[src/rtl/mul_latency_monitor_pkg.sv]
// ---------------------------------------------------------------------------
// mul_latency_monitor_pkg
// Shared constants for the multiplier latency monitor and its FIFO.
//   SEL_W      : width of the statistics readout select
//   OCC_OUT_W  : width of the occupancy readout port
//   COUNT_W    : width of the completed-operation counter
//   occ_width(): bits needed to hold 0..depth inclusive
// ---------------------------------------------------------------------------
package mul_latency_monitor_pkg;

    localparam int SEL_W     = 3;
    localparam int OCC_OUT_W = 5;
    localparam int COUNT_W   = 32;

    function automatic int occ_width(input int depth);
        return $clog2(depth) + 1;
    endfunction

endpackage

[src/rtl/mul_latency_monitor_ts_fifo.sv]
// ---------------------------------------------------------------------------
// mul_latency_monitor_ts_fifo
// Small in-order FIFO used for issue timestamps and for compare values.
// A push into a full FIFO is accepted only when a pop happens the same
// cycle; otherwise it is silently dropped (the caller raises the flag).
// A pop on an empty FIFO is ignored.
// Ports:
//   clk, rst  : clock, asynchronous active-high reset
//   clr       : synchronous clear, overrides push/pop
//   push/wdata: write request and data
//   pop       : remove the head entry
//   rdata     : current head entry (valid while occ != 0)
//   occ       : number of stored entries, 0..DEPTH
// ---------------------------------------------------------------------------
module mul_latency_monitor_ts_fifo
    import mul_latency_monitor_pkg::*;
#(
    parameter int WIDTH = 32,
    parameter int DEPTH = 16
) (
    input  logic                     clk,
    input  logic                     rst,
    input  logic                     clr,
    input  logic                     push,
    input  logic                     pop,
    input  logic [WIDTH-1:0]         wdata,
    output logic [WIDTH-1:0]         rdata,
    output logic [$clog2(DEPTH):0]   occ
);

    localparam int AW = $clog2(DEPTH);

    logic [WIDTH-1:0] mem [DEPTH];
    logic [AW-1:0]    rd_ptr;
    logic [AW-1:0]    wr_ptr;
    logic [AW:0]      cnt;
    logic             is_empty;
    logic             is_full;
    logic             do_pop;
    logic             do_push;

    assign is_empty = (cnt == '0);
    assign is_full  = (cnt == (AW+1)'(DEPTH));
    assign do_pop   = pop && !is_empty && !clr;
    // A pop frees the slot this push needs, so full+pop still accepts.
    assign do_push  = push && (!is_full || do_pop) && !clr;

    assign rdata = mem[rd_ptr];
    assign occ   = cnt;

    always_ff @(posedge clk) begin
        if (do_push) begin
            mem[wr_ptr] <= wdata;
        end
    end

    // Pointers wrap naturally because DEPTH is a power of two.
    always_ff @(posedge clk or posedge rst) begin
        if (rst) begin
            rd_ptr <= '0;
            wr_ptr <= '0;
            cnt    <= '0;
        end else if (clr) begin
            rd_ptr <= '0;
            wr_ptr <= '0;
            cnt    <= '0;
        end else begin
            if (do_push) begin
                wr_ptr <= wr_ptr + AW'(1);
            end
            if (do_pop) begin
                rd_ptr <= rd_ptr + AW'(1);
            end
            case ({do_push, do_pop})
                2'b10:   cnt <= cnt + (AW+1)'(1);
                2'b01:   cnt <= cnt - (AW+1)'(1);
                default: cnt <= cnt;
            endcase
        end
    end

endmodule

[src/rtl/mul_latency_monitor.sv]
// ---------------------------------------------------------------------------
// mul_latency_monitor
// Latency and completion monitor for multiplier-class execution units.
// Each channel timestamps issues into an in-order FIFO and pops one
// timestamp per retire, accumulating count/total/min/max/last latency.
// Optional build macro: MUL_LATENCY_MONITOR_COMPARE_EN adds a result
// comparator between channel 0 and channel 1 retire values.
// Ports:
//   clk_i, rst_i        : clock, asynchronous active-high reset
//   clear_i             : synchronous clear of FIFOs, stats and flags
//   issue_valid_i       : per-channel issue strobe
//   retire_valid_i      : per-channel retire strobe
//   retire_value_i      : per-channel result, channel c at [c*DATA_W +: DATA_W]
//   stat_sel_i          : channel selected for readout
//   stat_*_o            : registered statistics of the selected channel
//   overflow_o          : sticky, an issue (or compare value) was dropped
//   underflow_o         : sticky, retire arrived with no outstanding issue
//   cmp_*_o             : comparator results (zero without the macro)
// ---------------------------------------------------------------------------
module mul_latency_monitor
    import mul_latency_monitor_pkg::*;
#(
    parameter int CHANNELS   = 2,
    parameter int FIFO_DEPTH = 16,
    parameter int CNT_W      = 32,
    parameter int LAT_W      = 16,
    parameter int TOT_W      = 40,
    parameter int DATA_W     = 32
) (
    input  logic                       clk_i,
    input  logic                       rst_i,
    input  logic                       clear_i,
    input  logic [CHANNELS-1:0]        issue_valid_i,
    input  logic [CHANNELS-1:0]        retire_valid_i,
    input  logic [CHANNELS*DATA_W-1:0] retire_value_i,
    input  logic [SEL_W-1:0]           stat_sel_i,
    output logic [COUNT_W-1:0]         stat_count_o,
    output logic [TOT_W-1:0]           stat_total_o,
    output logic [LAT_W-1:0]           stat_min_o,
    output logic [LAT_W-1:0]           stat_max_o,
    output logic [LAT_W-1:0]           stat_last_o,
    output logic [OCC_OUT_W-1:0]       stat_occ_o,
    output logic [CHANNELS-1:0]        overflow_o,
    output logic [CHANNELS-1:0]        underflow_o,
    output logic [31:0]                cmp_match_count_o,
    output logic                       cmp_mismatch_o,
    output logic [DATA_W-1:0]          cmp_bad_a_o,
    output logic [DATA_W-1:0]          cmp_bad_b_o
);

    localparam int OCC_W = occ_width(FIFO_DEPTH);
    // Saturation value for latency; also the reset value of min.
    localparam logic [LAT_W-1:0] LAT_MAX = '1;
    localparam logic [TOT_W-1:0] TOT_MAX = '1;

    logic [CNT_W-1:0] now_q;

    logic [CHANNELS-1:0][CNT_W-1:0] head_ts;
    logic [CHANNELS-1:0][CNT_W-1:0] lat_diff;
    logic [CHANNELS-1:0][LAT_W-1:0] lat;
    logic [CHANNELS-1:0][TOT_W:0]   tot_sum;
    logic [CHANNELS-1:0][OCC_W-1:0] ts_occ;
    logic [CHANNELS-1:0]            ts_empty;
    logic [CHANNELS-1:0]            ts_full;

    logic [CHANNELS-1:0][COUNT_W-1:0] cnt_q;
    logic [CHANNELS-1:0][TOT_W-1:0]   tot_q;
    logic [CHANNELS-1:0][LAT_W-1:0]   min_q;
    logic [CHANNELS-1:0][LAT_W-1:0]   max_q;
    logic [CHANNELS-1:0][LAT_W-1:0]   last_q;
    logic [CHANNELS-1:0]              ovf_q;
    logic [CHANNELS-1:0]              unf_q;
    logic [CHANNELS-1:0]              cmp_ovf;

    logic [COUNT_W-1:0]   sel_count;
    logic [TOT_W-1:0]     sel_total;
    logic [LAT_W-1:0]     sel_min;
    logic [LAT_W-1:0]     sel_max;
    logic [LAT_W-1:0]     sel_last;
    logic [OCC_OUT_W-1:0] sel_occ;

    logic unused_retire_value;
    assign unused_retire_value = ^retire_value_i;

    // Free-running timestamp source; clear does not disturb it.
    always_ff @(posedge clk_i or posedge rst_i) begin
        if (rst_i) begin
            now_q <= '0;
        end else begin
            now_q <= now_q + CNT_W'(1);
        end
    end

    genvar gc;
    generate
        for (gc = 0; gc < CHANNELS; gc++) begin : g_chan
            mul_latency_monitor_ts_fifo #(
                .WIDTH (CNT_W),
                .DEPTH (FIFO_DEPTH)
            ) u_ts_fifo (
                .clk   (clk_i),
                .rst   (rst_i),
                .clr   (clear_i),
                .push  (issue_valid_i[gc]),
                .pop   (retire_valid_i[gc]),
                .wdata (now_q),
                .rdata (head_ts[gc]),
                .occ   (ts_occ[gc])
            );

            assign ts_empty[gc] = (ts_occ[gc] == '0);
            assign ts_full[gc]  = (ts_occ[gc] == OCC_W'(FIFO_DEPTH));

            // Modular subtraction handles counter wrap between issue and retire.
            assign lat_diff[gc] = now_q - head_ts[gc];
            assign lat[gc]      = (lat_diff[gc] > CNT_W'(LAT_MAX)) ? LAT_MAX
                                                                  : LAT_W'(lat_diff[gc]);
            assign tot_sum[gc]  = {1'b0, tot_q[gc]} + (TOT_W+1)'(lat[gc]);
        end
    endgenerate

    // Per-channel statistics and sticky flags.
    always_ff @(posedge clk_i or posedge rst_i) begin
        if (rst_i) begin
            cnt_q  <= '0;
            tot_q  <= '0;
            min_q  <= '1;
            max_q  <= '0;
            last_q <= '0;
            ovf_q  <= '0;
            unf_q  <= '0;
        end else if (clear_i) begin
            cnt_q  <= '0;
            tot_q  <= '0;
            min_q  <= '1;
            max_q  <= '0;
            last_q <= '0;
            ovf_q  <= '0;
            unf_q  <= '0;
        end else begin
            for (int c = 0; c < CHANNELS; c++) begin
                if (retire_valid_i[c] && !ts_empty[c]) begin
                    if (cnt_q[c] != '1) begin
                        cnt_q[c] <= cnt_q[c] + COUNT_W'(1);
                    end
                    tot_q[c] <= tot_sum[c][TOT_W] ? TOT_MAX : tot_sum[c][TOT_W-1:0];
                    if (lat[c] < min_q[c]) begin
                        min_q[c] <= lat[c];
                    end
                    if (lat[c] > max_q[c]) begin
                        max_q[c] <= lat[c];
                    end
                    last_q[c] <= lat[c];
                end
                if (retire_valid_i[c] && ts_empty[c]) begin
                    unf_q[c] <= 1'b1;
                end
                // A same-cycle retire frees a slot, so full+retire is not a drop.
                if ((issue_valid_i[c] && ts_full[c] && !retire_valid_i[c]) || cmp_ovf[c]) begin
                    ovf_q[c] <= 1'b1;
                end
            end
        end
    end

    assign overflow_o  = ovf_q;
    assign underflow_o = unf_q;

    // Readout mux; unmatched select codes fall through to zero.
    always_comb begin
        sel_count = '0;
        sel_total = '0;
        sel_min   = '0;
        sel_max   = '0;
        sel_last  = '0;
        sel_occ   = '0;
        for (int c = 0; c < CHANNELS; c++) begin
            if (stat_sel_i == SEL_W'(c)) begin
                sel_count = cnt_q[c];
                sel_total = tot_q[c];
                sel_min   = min_q[c];
                sel_max   = max_q[c];
                sel_last  = last_q[c];
                sel_occ   = OCC_OUT_W'(ts_occ[c]);
            end
        end
    end

    always_ff @(posedge clk_i or posedge rst_i) begin
        if (rst_i) begin
            stat_count_o <= '0;
            stat_total_o <= '0;
            stat_min_o   <= '0;
            stat_max_o   <= '0;
            stat_last_o  <= '0;
            stat_occ_o   <= '0;
        end else begin
            stat_count_o <= sel_count;
            stat_total_o <= sel_total;
            stat_min_o   <= sel_min;
            stat_max_o   <= sel_max;
            stat_last_o  <= sel_last;
            stat_occ_o   <= sel_occ;
        end
    end

`ifdef MUL_LATENCY_MONITOR_COMPARE_EN
    logic [DATA_W-1:0] val_a;
    logic [DATA_W-1:0] val_b;
    logic [DATA_W-1:0] head_a;
    logic [DATA_W-1:0] head_b;
    logic [OCC_W-1:0]  va_occ;
    logic [OCC_W-1:0]  vb_occ;
    logic              va_empty;
    logic              vb_empty;
    logic              va_full;
    logic              vb_full;
    logic              both_ready;
    logic              bypass;
    logic              cmp_fire;
    logic              push_a;
    logic              push_b;
    logic [DATA_W-1:0] cmp_a;
    logic [DATA_W-1:0] cmp_b;
    logic [31:0]       match_q;
    logic              mism_q;
    logic [DATA_W-1:0] bad_a_q;
    logic [DATA_W-1:0] bad_b_q;

    assign val_a    = retire_value_i[0 +: DATA_W];
    assign val_b    = retire_value_i[DATA_W +: DATA_W];
    assign va_empty = (va_occ == '0);
    assign vb_empty = (vb_occ == '0);
    assign va_full  = (va_occ == OCC_W'(FIFO_DEPTH));
    assign vb_full  = (vb_occ == OCC_W'(FIFO_DEPTH));

    // Queued pairs are compared first; when nothing is queued and both
    // results arrive together they are compared straight from the inputs.
    assign both_ready = !va_empty && !vb_empty;
    assign bypass     = va_empty && vb_empty && retire_valid_i[0] && retire_valid_i[1];
    assign cmp_fire   = both_ready || bypass;
    assign cmp_a      = both_ready ? head_a : val_a;
    assign cmp_b      = both_ready ? head_b : val_b;
    assign push_a     = retire_valid_i[0] && !bypass;
    assign push_b     = retire_valid_i[1] && !bypass;

    mul_latency_monitor_ts_fifo #(
        .WIDTH (DATA_W),
        .DEPTH (FIFO_DEPTH)
    ) u_val_a_fifo (
        .clk   (clk_i),
        .rst   (rst_i),
        .clr   (clear_i),
        .push  (push_a),
        .pop   (both_ready),
        .wdata (val_a),
        .rdata (head_a),
        .occ   (va_occ)
    );

    mul_latency_monitor_ts_fifo #(
        .WIDTH (DATA_W),
        .DEPTH (FIFO_DEPTH)
    ) u_val_b_fifo (
        .clk   (clk_i),
        .rst   (rst_i),
        .clr   (clear_i),
        .push  (push_b),
        .pop   (both_ready),
        .wdata (val_b),
        .rdata (head_b),
        .occ   (vb_occ)
    );

    // Value FIFO drops are folded into the channel overflow flags.
    always_comb begin
        cmp_ovf    = '0;
        cmp_ovf[0] = push_a && va_full && !both_ready;
        cmp_ovf[1] = push_b && vb_full && !both_ready;
    end

    // Only the first mismatching pair is captured for debug.
    always_ff @(posedge clk_i or posedge rst_i) begin
        if (rst_i) begin
            match_q <= '0;
            mism_q  <= 1'b0;
            bad_a_q <= '0;
            bad_b_q <= '0;
        end else if (clear_i) begin
            match_q <= '0;
            mism_q  <= 1'b0;
            bad_a_q <= '0;
            bad_b_q <= '0;
        end else if (cmp_fire) begin
            if (cmp_a == cmp_b) begin
                if (match_q != '1) begin
                    match_q <= match_q + 32'd1;
                end
            end else if (!mism_q) begin
                mism_q  <= 1'b1;
                bad_a_q <= cmp_a;
                bad_b_q <= cmp_b;
            end
        end
    end

    assign cmp_match_count_o = match_q;
    assign cmp_mismatch_o    = mism_q;
    assign cmp_bad_a_o       = bad_a_q;
    assign cmp_bad_b_o       = bad_b_q;
`else
    assign cmp_ovf           = '0;
    assign cmp_match_count_o = '0;
    assign cmp_mismatch_o    = 1'b0;
    assign cmp_bad_a_o       = '0;
    assign cmp_bad_b_o       = '0;
`endif

endmodule

[config.mk]
export PLATFORM = sky130hd
export DESIGN_NAME = mul_latency_monitor
export DESIGN_NICKNAME = d
export VERILOG_FILES = /design/src/rtl/mul_latency_monitor_pkg.sv /design/src/rtl/mul_latency_monitor_ts_fifo.sv /design/src/rtl/mul_latency_monitor.sv
export SDC_FILE = /design/constraint.sdc
export NUM_CORES = 2
export LEC_CHECK = 0
export ABC_AREA = 1
export CORE_ASPECT_RATIO = 1.5
export CORE_MARGIN = 3
export CORE_UTILIZATION = 50
export DETAILED_ROUTE_END_ITERATION = 8
export PLACE_DENSITY = 0.7
export SLEW_MARGIN = 20
export SYNTH_ARGS = -nofsm -noshare
export SYNTH_HDL_FRONTEND = slang
export SYNTH_SLANG_ARGS = --single-unit
[constraint.sdc]
create_clock -name clk_i -period 14.21 [get_ports clk_i]
set_input_delay 2.842 -clock clk_i [delete_from_list [all_inputs] [get_ports clk_i]]
set_output_delay 2.842 -clock clk_i [all_outputs]
set_load 0.01 [all_outputs]
==> qor.yml <==
synth_top_area_cell: "edfxtp_1"
die_h_um: 456
design_power_total_mw: 12.2
firstDrtPassIters: 9
crit_slowest_cell: "clkinv_1"
met1_usage_pct: 32.2
critPathKind: "reg -> reg"
cts-root-buf: "clkbuf_16"
critPathTopFamily: "buffers and inverters"
rsz0062_at_grt: "false"
clk_pin_slew_ns: 0.06
path_common_cell: "nand2_1"
yosys-top-cells-area: "edfxtp_1 46%, dfrtp_1 15%, nand2_1 7.9%, o21ai_0 4.5%, inv_1 3.7%"
place_hpwl_mm: 119
cts_max_level: 4
cts_sinks: 1451
rows: 164
hold_viol: 0
post-cts-setup-buffers: 0
finClkSkew_ns: 0.0283
layout_setup_ws_ns: 3.86
core_area_sq_um: 134000
grtUsageMet3_pct: 3.94
first_iter_violations: 5173
rr_worst_depth: 41
max_stage_delay_ns: 0.93
nNetsFinal: 7068
grt_usage_pct: 27.3
gp_congestion: 0.965
clockBufferDepth: 3
setup_viol: 0
clk_latency_ns: 0.77
place_ws_ns: 4.01
startpoint: "g_chan[0].u_ts_fifo.rd_ptr[2]"
drive_gt1_share_pct: 6.34
fin_setup_tns_ns: 0
worstSetupEndpointType: "flip-flop"
ys.flop_type: "edfxtp_1"
fin_cells: 8657
ys_warn_count: 0
fmax_mhz: 96.6
die_x_um: 306
fin_crit_ns: 10.35
avgViaCountPerCell: 5.82
status: "complete, but fails checks"
leakage_nw: 29.8
nFillCells: 11200
area_growth_syn_to_layout_pct: 11.0
wire_per_inst_um: 22.3
hold_depth: 2
synth_top_area_share_pct: 45.6
worst-path-stages: 41
numPortBuffers: 138
yosysSeqAreaShare_pct: 61.5
holdWs_ns: 0.483
crit_required_ns: 14.81
place_area_sq_um: 70600
peakVddDrop_mv: 0.130
startpoint_type: "flip-flop"
drc: 1
max_slew.worst_pin.slew_ns: 1.11
hold_buffers: 0
power_density_nw_per_um2: 162
fin_crit_sh_pct: 72.8
synth-edff-count: 1024
cp.buffers_inverters: 7
critical_path_arrival_ns: 10.95
grt_pass1_wl_mm: 289
wl_mm: 193
grt_overflow_total: 0
reg2reg_from: "g_chan[0].u_ts_fifo.rd_ptr[2]"
netlist-cell-type-count: 54
synth.avg_cell_area_sq_um: 10.0
cts.repair.resized: 0
worstPathMaxFanout: 30
initial_core_util_pct: 50.5
violations: "DRC"
grt-busiest-layer: "met2"
stdcell_area_sq_um: 74800
synth-seq-cells: 1451
cts-buffers-inserted: 133
dr_total_vias: 50400
final_util_pct: 56.0
netlist_area_sq_um: 67400
max_slew_margin_pct: 25.5
slew_violations: 0
async_reset_ff_share_pct: 29.4
die-area_sq_um: 139000
dp.cells: 8419
grt_antenna_before_repair: 3
hold_path.class: "reg -> reg"
io_pins: 300
grt_max_degree: 176
cts_tree: "built"
final_antenna_net_count: 0
synth_cells: 6714
grt_pass1_vias: 48800
min_from: "last_q[13]"
cap_violations: 0
global_route.usage.met2_pct: 47.6
reg2reg_slack_ns: 3.86
## cell type report
cell class / instances / area [sq um] / area share [%]
tap: 1743 / 2180 / 2.91
multi-input combinational: 4302 / 22200 / 29.6
timing repair buffer: 248 / 2230 / 2.98
clock buffer: 170 / 3640 / 4.87
antenna: 1 / 2.50 / 0.00334
sequential: 1451 / 41500 / 55.4
inverter: 675 / 2550 / 3.41
clock inverter: 67 / 584 / 0.781
## report_power, final
part           internal, mW  switching (mW)  total (mW)
Combinational          1.13            2.60        3.73
Clock                  1.95            1.56        3.51
Sequential             4.73           0.182        4.91
## cell usage in the layout (no fill, tap or decap), types with 8 or more instances in the layout
cell type | synthesis | final
a21oi_1 | 342 | 342
a221oi_1 | 79 | 79
a31oi_1 | 12 | 12
and2_1 | 8 | 8
buf_4 | 101 | 108
clkbuf_1 | 254 | 25
clkbuf_16 | 0 | 138
clkdlybuf4s50_1 | 0 | 137
clkinv_1 | 3 | 23
clkinv_2 | 0 | 21
clkinvlp_4 | 0 | 10
conb_1 | 1 | 97
dfrtp_1 | 395 | 389
dfstp_2 | 32 | 32
edfxtp_1 | 1024 | 1024
ha_1 | 177 | 177
inv_1 | 656 | 652
inv_2 | 16 | 15
nand2_1 | 1425 | 1423
nand2_2 | 21 | 22
nand3_1 | 334 | 334
nand3b_1 | 12 | 12
nand4_1 | 90 | 90
nor2_1 | 538 | 507
nor2_4 | 2 | 30
nor3_1 | 107 | 103
nor4_1 | 29 | 29
o21a_1 | 12 | 12
o21ai_0 | 606 | 606
o221ai_1 | 47 | 47
o22ai_1 | 201 | 201
xnor2_1 | 52 | 52
xor2_1 | 49 | 49
## final timing paths
path,end
min in group asynchronous,stat_count_o[20]
max in group asynchronous,stat_total_o[2]
worst min-delay path,last_q[13]
worst max register to register,tot_q[13]
worst max-delay path,tot_q[13]
worst min register to register,last_q[13]
## worst reg2reg max path, delay by kind of cell (launching register included)
family,cells,cell delay (ns)
buffers and inverters,7,3.46
AND/OR/NAND/NOR,19,2.93
AO/OA/AOI/OAI,12,2.30
adder cells (fa/ha/maj),3,1.08
flip-flops,1,0.41
## synthesized netlist by cell type (4+ instances only)
cell	instances
a211oi_1	4
a21o_1	6
a21oi_1	342
a221oi_1	79
a31oi_1	12
and2_1	8
and3_1	4
buf_1	14
buf_2	10
buf_4	101
clkbuf_1	254
dfrtp_1	395
dfstp_2	32
edfxtp_1	1024
fa_1	6
ha_1	177
inv_1	656
inv_2	16
nand2_1	1425
nand2_2	21
nand2_4	4
nand3_1	334
nand3b_1	12
nand4_1	90
nor2_1	538
nor3_1	107
nor4_1	29
o211ai_1	4
o21a_1	12
o21ai_0	606
o21ai_1	4
o21bai_1	7
o221ai_1	47
o22ai_1	201
or2_2	4
xnor2_1	52
xor2_1	49
## routing by layer
layer  vias up  part of all wire [%]
met5         -                0.0067
met4         2                   6.0
met3       575                   7.1
met2      2281                    50
met1     24400                    37
li1      23200                     -
## logic make-up after synthesis
group / Yosys count / synth area share (%)
compound gates: 1331 / 11.1
xor+xnor: 101 / 1.31
fa+ha+maj: 183 / 3.46
buf+inv: 1057 / 6.49
flops: 1451 / 61.5
other cells: 1 / 0.00556
simple gates: 2590 / 16.0
## sequential cells by signal, indices dropped and copies added, names as in the netlist
signal	flops
overflow_o	2
g_chan.u_ts_fifo.rd_ptr	8
g_chan.u_ts_fifo.mem	1024
underflow_o	2
stat_occ_o	5
g_chan.u_ts_fifo.occ	10
stat_count_o	32
stat_total_o	40
stat_min_o	16
now_q	32
min_q	32
cnt_q	64
tot_q	80
max_q	32
stat_max_o	16
stat_last_o	16
g_chan.u_ts_fifo.wr_ptr	8
last_q	32
Power figures use the tool's default switching activity.
